==> config.mk <==
export PLATFORM = sky130hd
export DESIGN_NAME = serial_paralelo_rx_align
export DESIGN_NICKNAME = d
export VERILOG_FILES = /design/src/rtl/serial_paralelo_rx_align_pkg.sv /design/src/rtl/serial_paralelo_rx_align.sv
export SDC_FILE = /design/constraint.sdc
export NUM_CORES = 1
export LEC_CHECK = 0
export ABC_AREA = 1
export BUFFER_PORTS_ARGS = -buffer_cell sky130_fd_sc_hd__buf_2
export CORE_MARGIN = 1
export CORE_UTILIZATION = 45
export CTS_BUF_LIST = sky130_fd_sc_hd__clkbuf_4
export DETAILED_ROUTE_END_ITERATION = 6
export PLACE_DENSITY_LB_ADDON = 0.3
export SYNTH_ARGS = -nofsm -noshare
export SYNTH_HDL_FRONTEND = slang
export SYNTH_SLANG_ARGS = --single-unit
==> constraint.sdc <==
create_clock -name clk_32f -period 1.8 [get_ports clk_32f]
set_input_delay 0.27 -clock clk_32f [delete_from_list [all_inputs] [get_ports clk_32f]]
set_output_delay 0.27 -clock clk_32f [all_outputs]
set_load 0.1 [all_outputs]
==> src/rtl/serial_paralelo_rx_align_pkg.sv <==
// Shared symbol constants and FSM encodings for the serial/parallel link blocks.
// The parallel-to-serial idle generator imports the same symbols.
package serial_paralelo_rx_align_pkg;

    localparam logic [7:0] COM_SYMBOL = 8'hBC;
    localparam logic [7:0] IDL_SYMBOL = 8'h7C;

    typedef enum logic [1:0] {
        HUNT   = 2'd0,
        SYNC   = 2'd1,
        ACTIVE = 2'd2
    } rx_state_t;

    // The spare encoding 2'd3 falls back to HUNT so a corrupted state self-recovers.
    function automatic rx_state_t decode_state(input logic [1:0] raw);
        case (raw)
            2'd1:    return SYNC;
            2'd2:    return ACTIVE;
            default: return HUNT;
        endcase
    endfunction

endpackage

==> src/rtl/serial_paralelo_rx_align.sv <==
// Receive-side deserializer: hunts for COM byte alignment, locks after COM_COUNT
// aligned COMs, then emits one byte per 8 clocks with idle symbols filtered out.
//
// state  | meaning
// HUNT   | no alignment; COM searched at every bit offset
// SYNC   | aligned on a COM, counting consecutive aligned COMs
// ACTIVE | link up; data bytes delivered, COM/IDL treated as idle
module serial_paralelo_rx_align
    import serial_paralelo_rx_align_pkg::*;
#(
    parameter int unsigned COM_COUNT = 4,
    parameter logic [7:0]  COM_SYM   = COM_SYMBOL,
    parameter logic [7:0]  IDL_SYM   = IDL_SYMBOL
) (
    input  logic       clk_32f,
    input  logic       reset_L,
    input  logic       data_in,
    output logic [7:0] data_out,
    output logic       valid_out,
    output logic       byte_strobe,
    output logic       active
);

    localparam logic [4:0] COM_TARGET = 5'(COM_COUNT);
    localparam bit         SINGLE_COM = (COM_COUNT == 1);

    logic [1:0] state;
    logic [1:0] state_d;
    rx_state_t  cur_state;
    logic [7:0] sr;
    logic [7:0] nxt;
    logic [2:0] bit_cnt;
    logic [2:0] bit_cnt_d;
    logic [3:0] com_cnt;
    logic [3:0] com_cnt_d;
    logic [4:0] com_inc;
    logic       boundary;
    logic       is_com;
    logic       is_idle;
    logic       lock_done;
    logic [7:0] data_out_d;
    logic       valid_d;
    logic       strobe_d;
    logic       active_d;

    assign nxt       = {sr[6:0], data_in};
    assign cur_state = decode_state(state);
    assign boundary  = (bit_cnt == 3'd7);
    assign is_com    = (nxt == COM_SYM);
    assign is_idle   = is_com || (nxt == IDL_SYM);
    assign com_inc   = {1'b0, com_cnt} + 5'd1;
    assign lock_done = (com_inc == COM_TARGET);

    always_ff @(posedge clk_32f) begin
        if (!reset_L) begin
            state       <= HUNT;
            sr          <= 8'h00;
            bit_cnt     <= 3'd0;
            com_cnt     <= 4'd0;
            data_out    <= 8'h00;
            valid_out   <= 1'b0;
            byte_strobe <= 1'b0;
            active      <= 1'b0;
        end else begin
            state       <= state_d;
            sr          <= nxt;
            bit_cnt     <= bit_cnt_d;
            com_cnt     <= com_cnt_d;
            data_out    <= data_out_d;
            valid_out   <= valid_d;
            byte_strobe <= strobe_d;
            active      <= active_d;
        end
    end

    always_comb begin
        state_d   = cur_state;
        bit_cnt_d = bit_cnt + 3'd1;
        com_cnt_d = com_cnt;
        case (cur_state)
            HUNT: begin
                bit_cnt_d = 3'd0;
                if (is_com) begin
                    com_cnt_d = 4'd1;
                    state_d   = SINGLE_COM ? ACTIVE : SYNC;
                end
            end
            SYNC: begin
                if (boundary) begin
                    if (is_com) begin
                        if (com_cnt != 4'hF) begin
                            com_cnt_d = com_inc[3:0];
                        end
                        if (lock_done) begin
                            state_d = ACTIVE;
                        end
                    end else begin
                        // Any wrong symbol on a boundary drops all accumulated credit.
                        state_d   = HUNT;
                        com_cnt_d = 4'd0;
                        bit_cnt_d = 3'd0;
                    end
                end
            end
            default: ;
        endcase
    end

    always_comb begin
        data_out_d = data_out;
        valid_d    = 1'b0;
        strobe_d   = 1'b0;
        active_d   = active;
        case (cur_state)
            HUNT: begin
                if (is_com && SINGLE_COM) begin
                    active_d = 1'b1;
                end
            end
            SYNC: begin
                if (boundary) begin
                    strobe_d = 1'b1;
                    if (is_com && lock_done) begin
                        active_d = 1'b1;
                    end
                end
            end
            ACTIVE: begin
                if (boundary) begin
                    strobe_d = 1'b1;
                    if (!is_idle) begin
                        data_out_d = nxt;
                        valid_d    = 1'b1;
                    end
                end
            end
            default: ;
        endcase
    end

endmodule

==> results.md, run 1 <==
- Status: finished clean
- CTS Buf Count: 3
- Lkg Pwr: 0.600 nW
- Reg2Reg Depth: 8
- Worst VDD drop: about 0.43 mV
- CP peak stage delay: approximately 0.37 ns
- Clk buf depth: 2
- EDFF count, synth: 0
- Cell with the most instances after synthesis: inv_1
- Routed len/inst: 9.78 um
- H-Tree Depth: 1
- Commonest cells post-synth: 30 x inv_1, 29 x nand2_1, 27 x dfxtp_1
- Dpl ws: 0.327 ns
- Crit path kind: register to register
- DRT iter0 DRCs: 22
- Row cnt: 18
- Routability cong.: 0.923
- Area delta synth->final: 8.85%
- Vias: 947
- Gate Count Post-Synth: 154
- Period minus WS final: 1.51 ns
- Drt pass-1 iters: 3
- Core area: 2480 um2
- Initial antenna violation count: 0
- Number of global-route vias before repair: 818
- Critical Path Slowest Stage Cell: ha_1
- Fmax achieved: around 660 MHz
- Num ports: 14
- Port bufs: 13
- CTS Sinks: 27
- Worst r2r src: state[0]
- Sequential cell area fraction in the yosys report: 0.455
- Setup ws final: 0.292 ns
- Worst Tran Pin Value: 0.485 ns
- Synth warnings: 0
- Total track usage: 0.161
- Cell Chain, Critical Path: inv_1 > ha_1 > or2_0 > nand2_1 > nand3_2 > nand2_1 > nand2_1 > nor2_1
- Slew margin rel.: 0.679
- Synth top area share: 0.455
- DP HPWL: between 1000 and 1500 um
- Cell taking the most area after synthesis: dfxtp_1
- NumNets Final: 177
- Min-Delay Path Depth: 3
- Final antenna-violating net count: 0
- Filler cell count: 257
- Die height: 53.4 um
- Mean area per synthesized cell: a little under 8 um2
- Setup-failing EPs final: 0
- RSZ-0062 raised after global routing: no
- Ys async rst share: 0
- CP most frequent cell: nand2_1
- Die Footprint: 2850 um2
- Largest net degree at the start of global routing: 22
- Setup bufs post-CTS: 0
- Required @ worst endpoint: 2.07 ns
- Final Cycle Share: 0.838
- Initial Utilization: 0.479
- Clk_skew: 0.00935 ns
- Root Buffer: clkbuf_4
- Library cells used by synthesis: 23
- Share of cells above drive strength 1: 0.143
- DRC: 0
- Crit Path Max Fanout: 6
- Routed WL: 1940 um
- First-pass GRT wire length: roughly 3400 um
- Synth top area cells: dfxtp_1 46%, inv_1 9.5%, nand2_1 9.2%, nor2_1 5.4%, ha_1 5.3%
- Worst reg2reg path endpoint: com_cnt[3]
- Setup crit end kind: register
- Post-CTS resize count: 0
- Die X-Extent: roughly 53 um
- Power Density: slightly below 700 nW/um2
- GRT Residual Overflow: 0
- Setup_tns: 0 ns
- Max Cap Viol: 0
- Worst-Skew Late Latency: roughly 0.32 ns
- Synthesized area: 1190 um2
- Clock transition at path regs: 0.15 ns
- Yosys reg bits: 27
- Fin. Hold Viols: 0
- Hold_sp: data_in
- Worst Hold Class: input port to register
- Delay-heaviest family, CP: simple AND/OR/NAND/NOR gates
- Worst path bufs/invs: 1
- Ys flop type: dfxtp_1
- Slew Viols, Final: 0
- Flop2flop setup slack: 0.29 ns
- DR vias/cell: 4.78
- Inserted Diodes: 0
- Crit start category: register
- Hold EP: sr[0]
- Critical path arrival: approximately 1.8 ns
- CTS tree: built
- Post-synth net total: 162
- Hold Buf Count CTS: 0
sequential cells by signal, indices dropped and copies added (netlist names):
name         flops
active           1
bit_cnt          3
byte_strobe      1
com_cnt          4
data_out         8
sr               7
state            2
valid_out        1
where the power goes:
group,internal (mW),switching [mW],total (mW)
Sequential,0.601,0.00229,0.604
Combinational,0.00531,0.0144,0.0197
Clock,0.0904,0.178,0.269
cell type report:
class	count	area [um2]	share of cell area
Tap cell	30	37.5	0.0290
Multi-Input combinational cell	94	505	0.391
Timing Repair Buffer	13	65.1	0.0503
Clock buffer	3	22.5	0.0174
Inverter	30	113	0.0871
Clock inverter	1	8.76	0.00678
Sequential cell	27	541	0.418
metal layers:
| layer | global-route usage | part of all wire | up-vias | wire [um] |
|---|---|---|---|---|
| met5 | 0 | 0 | - | 0 |
| met4 | 0.0526 | 0.0052 | 0 | 10 |
| met3 | 0.0259 | 0.033 | 2 | 63 |
| met2 | 0.277 | 0.49 | 14 | 952 |
| met1 | 0.200 | 0.47 | 428 | 911 |
| li1 | - | - | 503 | - |
worst max path at each step:
| stage | depth (start not counted) | endpoint | startpoint |
|---|---|---|---|
| floorplan | 7 | com_cnt[1] | state[0] |
| global placement | 7 | com_cnt[3] | state[0] |
| detailed placement | 8 | state[1] | state[1] |
| CTS | 8 | com_cnt[3] | state[0] |
| global route | 8 | bit_cnt[2] | state[1] |
| finish | 8 | com_cnt[3] | state[0] |
cells by family (layout without fill, tap and decap cells):
| kind of cell | after synthesis | in the layout | synth area share |
|---|---|---|---|
| flops | 27 | 27 | 0.455 |
| buf+inv | 33 | 47 | 0.119 |
| xor+xnor | 2 | 2 | 0.0148 |
| fa+ha+maj | 5 | 5 | 0.0527 |
| compound gates | 25 | 25 | 0.109 |
| simple gates | 62 | 62 | 0.250 |
per-stage QoR:
stage	hold WS, ns	cell area [um2]	instances	util	total power, mW
3_5_place_dp	0.423	1260	194	0.509	0.637
4_1_cts	0.122	1290	198	0.522	0.913
3_3_place_gp	0.407	1260	194	0.509	0.636
6_report	0.136	1290	198	0.522	0.892
2_1_floorplan	0.363	1190	154	-	0.631
5_1_grt	0.157	1290	198	0.522	0.933
placed cells by master (no fill, tap or decap), types with 3 or more instances in the layout:
master,instances
buf_2,13
a21oi_1,12
dfxtp_1,27
nand2_1,29
nor2_1,17
nand3_1,5
inv_1,30
ha_1,5
clkbuf_4,3
o21ai_0,11
worst register-to-register path, delay by kind of cell (launching register included):
kind	cells	cell delay (ns)
simple gates	6	0.69
buf+inv	1	0.05
fa+ha+maj	1	0.37
flops	1	0.36
(Power assumes the default switching activity.)
==> run 2: changes to the inputs <==
--- a/config.mk
+++ b/config.mk
@@ -5,7 +5,7 @@
 export SDC_FILE = /design/constraint.sdc
 export NUM_CORES = 1
 export LEC_CHECK = 0
-export ABC_AREA = 1
+export ABC_AREA = 0
 export BUFFER_PORTS_ARGS = -buffer_cell sky130_fd_sc_hd__buf_2
 export CORE_MARGIN = 1
 export CORE_UTILIZATION = 45
==> constraint.sdc (replaced) <==
create_clock -name clk_32f -period 1.4 [get_ports clk_32f]
set_input_delay 0.21 -clock clk_32f [delete_from_list [all_inputs] [get_ports clk_32f]]
set_output_delay 0.21 -clock clk_32f [all_outputs]
set_load 0.1 [all_outputs]
==> run 2 against run 1 <==
The run now ends with negative setup slack left. Register-to-register slack got worse by 0.36 ns. Synthesized cell count fell by 21%. Power rose by 32%.
==> results.md, run 2 <==
- Final Core Density: 0.598
- Fin. Hold Viols: 0
- Most common cell after layout, fill and taps aside: dfxtp_1
- Critical path arrival: 1.73 ns
- Ys flop type: dfxtp_1
- Period minus WS final: 1.47 ns
- Num ports: 14
- GRT Residual Overflow: 0
- Final Cycle Share: 1.05
- Inserted Diodes: 0
- Clk_skew: 0.00179 ns
- Ys async rst share: 0
- Synthesized area: 1170 um2
- Fmax achieved: 681 MHz
- Dpl ws: -0.0855 ns
- CTS tree: built
- Synth top area share: 0.462
- Routed len/inst: 13.3 um
- Largest Register: data_out
- Worst-Skew Late Latency: 0.34 ns
- Die Footprint: 2810 um2
- Final antenna-violating net count: 0
- Vias: 939
- DRT iter0 DRCs: 23
- Largest registers: data_out: 8 flops, sr: 7 flops, com_cnt: 4 flops
- DP HPWL: 1540 um
- H-Tree Depth: 1
- Area delta synth->final: 26.6%
- CTS Sinks: 27
- Routed WL: 2310 um
- Port bufs: 13
- Status: finished with violations
- Reg2Reg Depth: 6
- Crit start category: register
- Met3 usage: 0.0259
- Hold EP: sr[0]
- Slew margin rel.: 0.678
- Cell taking the most area after synthesis: dfxtp_1
- Yosys reg bits: 27
- Synth warnings: 0
- WHS: between 0.1 and 0.15 ns
- Required @ worst endpoint: about 1.7 ns
- Cell count after placement: 169
- Max Cap Viol: 0
- Initial antenna violation count: 0
- Initial Utilization: 0.473
- Sequential cell area fraction in the yosys report: 0.462
- Share of cells above drive strength 1: 0.451
- Gate Count Post-Synth: 122
- Slew Viols, Final: 0
- Synth top area cells: dfxtp_1 46%, nand2_1 5.4%, ha_1 5.3%, and2_1 4.8%, o21ai_2 3.7%
- Min-Delay Path Depth: 2
- First-pass GRT wire length: 3550 um
- Total chip power: 1.18 mW
- Die X-Extent: 53.0 um
- CTS Buf Count: 3
- Final cell count without fillers: between 150 and 200
- Drt pass-1 iters: 4
- Routability cong.: 0.877
- Largest net degree at the start of global routing: 18
- Cell with the most instances after synthesis: dfxtp_1
- Setup ws final: -0.0686 ns
- Mean area per synthesized cell: 9.60 um2
- Clock transition at path regs: 0.16 ns
- Hold Buf Count CTS: 0
- Crit Path Max Fanout: 5
- Worst Hold Class: input port to register
- Setup crit end kind: register
- Core area: 2480 um2
- Worst reg2reg path endpoint: com_cnt[2]
- DR vias/cell: 5.40
- Worst r2r src: bit_cnt[0]
- Met1 Use GR: 0.248
- Library cells used by synthesis: 38
- Row cnt: 18
- Die height: 53.0 um
- DRC: 0
- Met2 Usage GRT: 0.245
- Post-synth net total: between 100 and 150
- Setup-failing EPs final: 1
- Worst Tran Pin Value: between 0.4 and 0.5 ns
- Hold_sp: data_in
- NumNets Final: 153
- Commonest cells after routing, fill and taps aside: 19 x dfxtp_1, 17 x nand2_1, 13 x buf_2
- Root Buffer: clkbuf_4
- EDFF count, synth: 0
- Number of global-route vias before repair: 820
- Failing checks: negative setup slack
- Flop2flop setup slack: -0.07 ns
- RSZ-0062 raised after global routing: yes
- Crit path kind: register to register
- Clk buf depth: 2
- Lkg Pwr: 0.628 nW
- Gr busiest metal: met1
- Worst VDD drop: 0.551 mV
- Total track usage: 0.172
- Max reg flops: 8
- Power Density: 797 nW/um2
- Commonest cells post-synth: 27 x dfxtp_1, 17 x nand2_1, 9 x and2_1
run 2: cell count changes in the layout (fill, tap and decap cells not counted), moves of 4 or more:
cell,previous run,this run
a21oi_1,12,3
and2_1,0,8
buf_4,0,10
dfxtp_1,27,19
dfxtp_2,0,8
ha_1,5,1
inv_1,30,3
nand2_1,29,17
nor2_1,17,7
o21ai_0,11,0
o21ai_2,0,6
run 2: how the worst max path moves through the flow:
stage | slack [ns] | end | from | depth (start not counted)
2_1_floorplan | 0.01 | com_cnt[2] | bit_cnt[0] | 6
3_3_place_gp | -0.01 | com_cnt[2] | bit_cnt[0] | 6
3_5_place_dp | -0.09 | com_cnt[2] | bit_cnt[0] | 6
4_1_cts | -0.05 | com_cnt[2] | bit_cnt[0] | 6
5_1_grt | -0.10 | com_cnt[2] | bit_cnt[0] | 6
6_report | -0.07 | com_cnt[2] | bit_cnt[0] | 6
run 2: cell families (layout without fill, tap and decap cells):
family | count (synthesis) | in the layout | share of synthesized area
and+or+nand+nor | 51 | 51 | 0.246
AOI/OAI and AO/OA | 27 | 27 | 0.173
DFF | 27 | 27 | 0.462
buffers and inverters | 9 | 31 | 0.0417
adders and majority gates | 5 | 5 | 0.0534
muxes | 2 | 2 | 0.0171
xor gates and xnor gates | 1 | 1 | 0.00748
run 2: area by class of cell:
class                           instances  area (um2)
Fill cell                             219         995
Multi-Input combinational cell         86         708
Sequential cell                        27         551
Timing Repair Buffer                   23         140
Tap cell                               30        37.5
Clock buffer                            3        22.5
Inverter                                4        15.0
Clock inverter                          1        8.76
run 2: power by group:
part           total, mW  internal [mW]  switching, mW
Combinational     0.0296         0.0106         0.0190
Sequential         0.778          0.774        0.00431
Clock              0.374          0.117          0.257
Total               1.18          0.902          0.280
run 2: timing repair:
| action | 4_1_cts | 5_1_grt |
|---|---|---|
| gates resized for setup | 8 | 24 |
| buffers inserted | 0 | 1 |
| setup endpoints to repair | 11 | 14 |
| pin swaps | 5 | 10 |
| hold endpoints to repair | 0 | 0 |
run 2: critical path: stages (launching register included):
cell and delay, ns:
dfxtp_2 0.37, ha_4 0.16, ha_4 0.17, and2_4 0.18
a2bb2oi_4 0.17, a21oi_2 0.08, o32ai_2 0.27
run 2: routing by layer:
metal | share of wire | wire (um)
met3 | 0.029 | 67
met4 | 0.024 | 55
met2 | 0.46 | 1060
met5 | 0 | 0
met1 | 0.49 | 1130
run 2: per-stage QoR:
stage	cell area (um2)	setup TNS [ns]
4_1_cts	1380	-0.144
5_1_grt	1480	-0.328
3_5_place_dp	1320	-0.197
2_1_floorplan	1180	0
3_3_place_gp	1320	-0.0211
6_report	1480	-0.0686
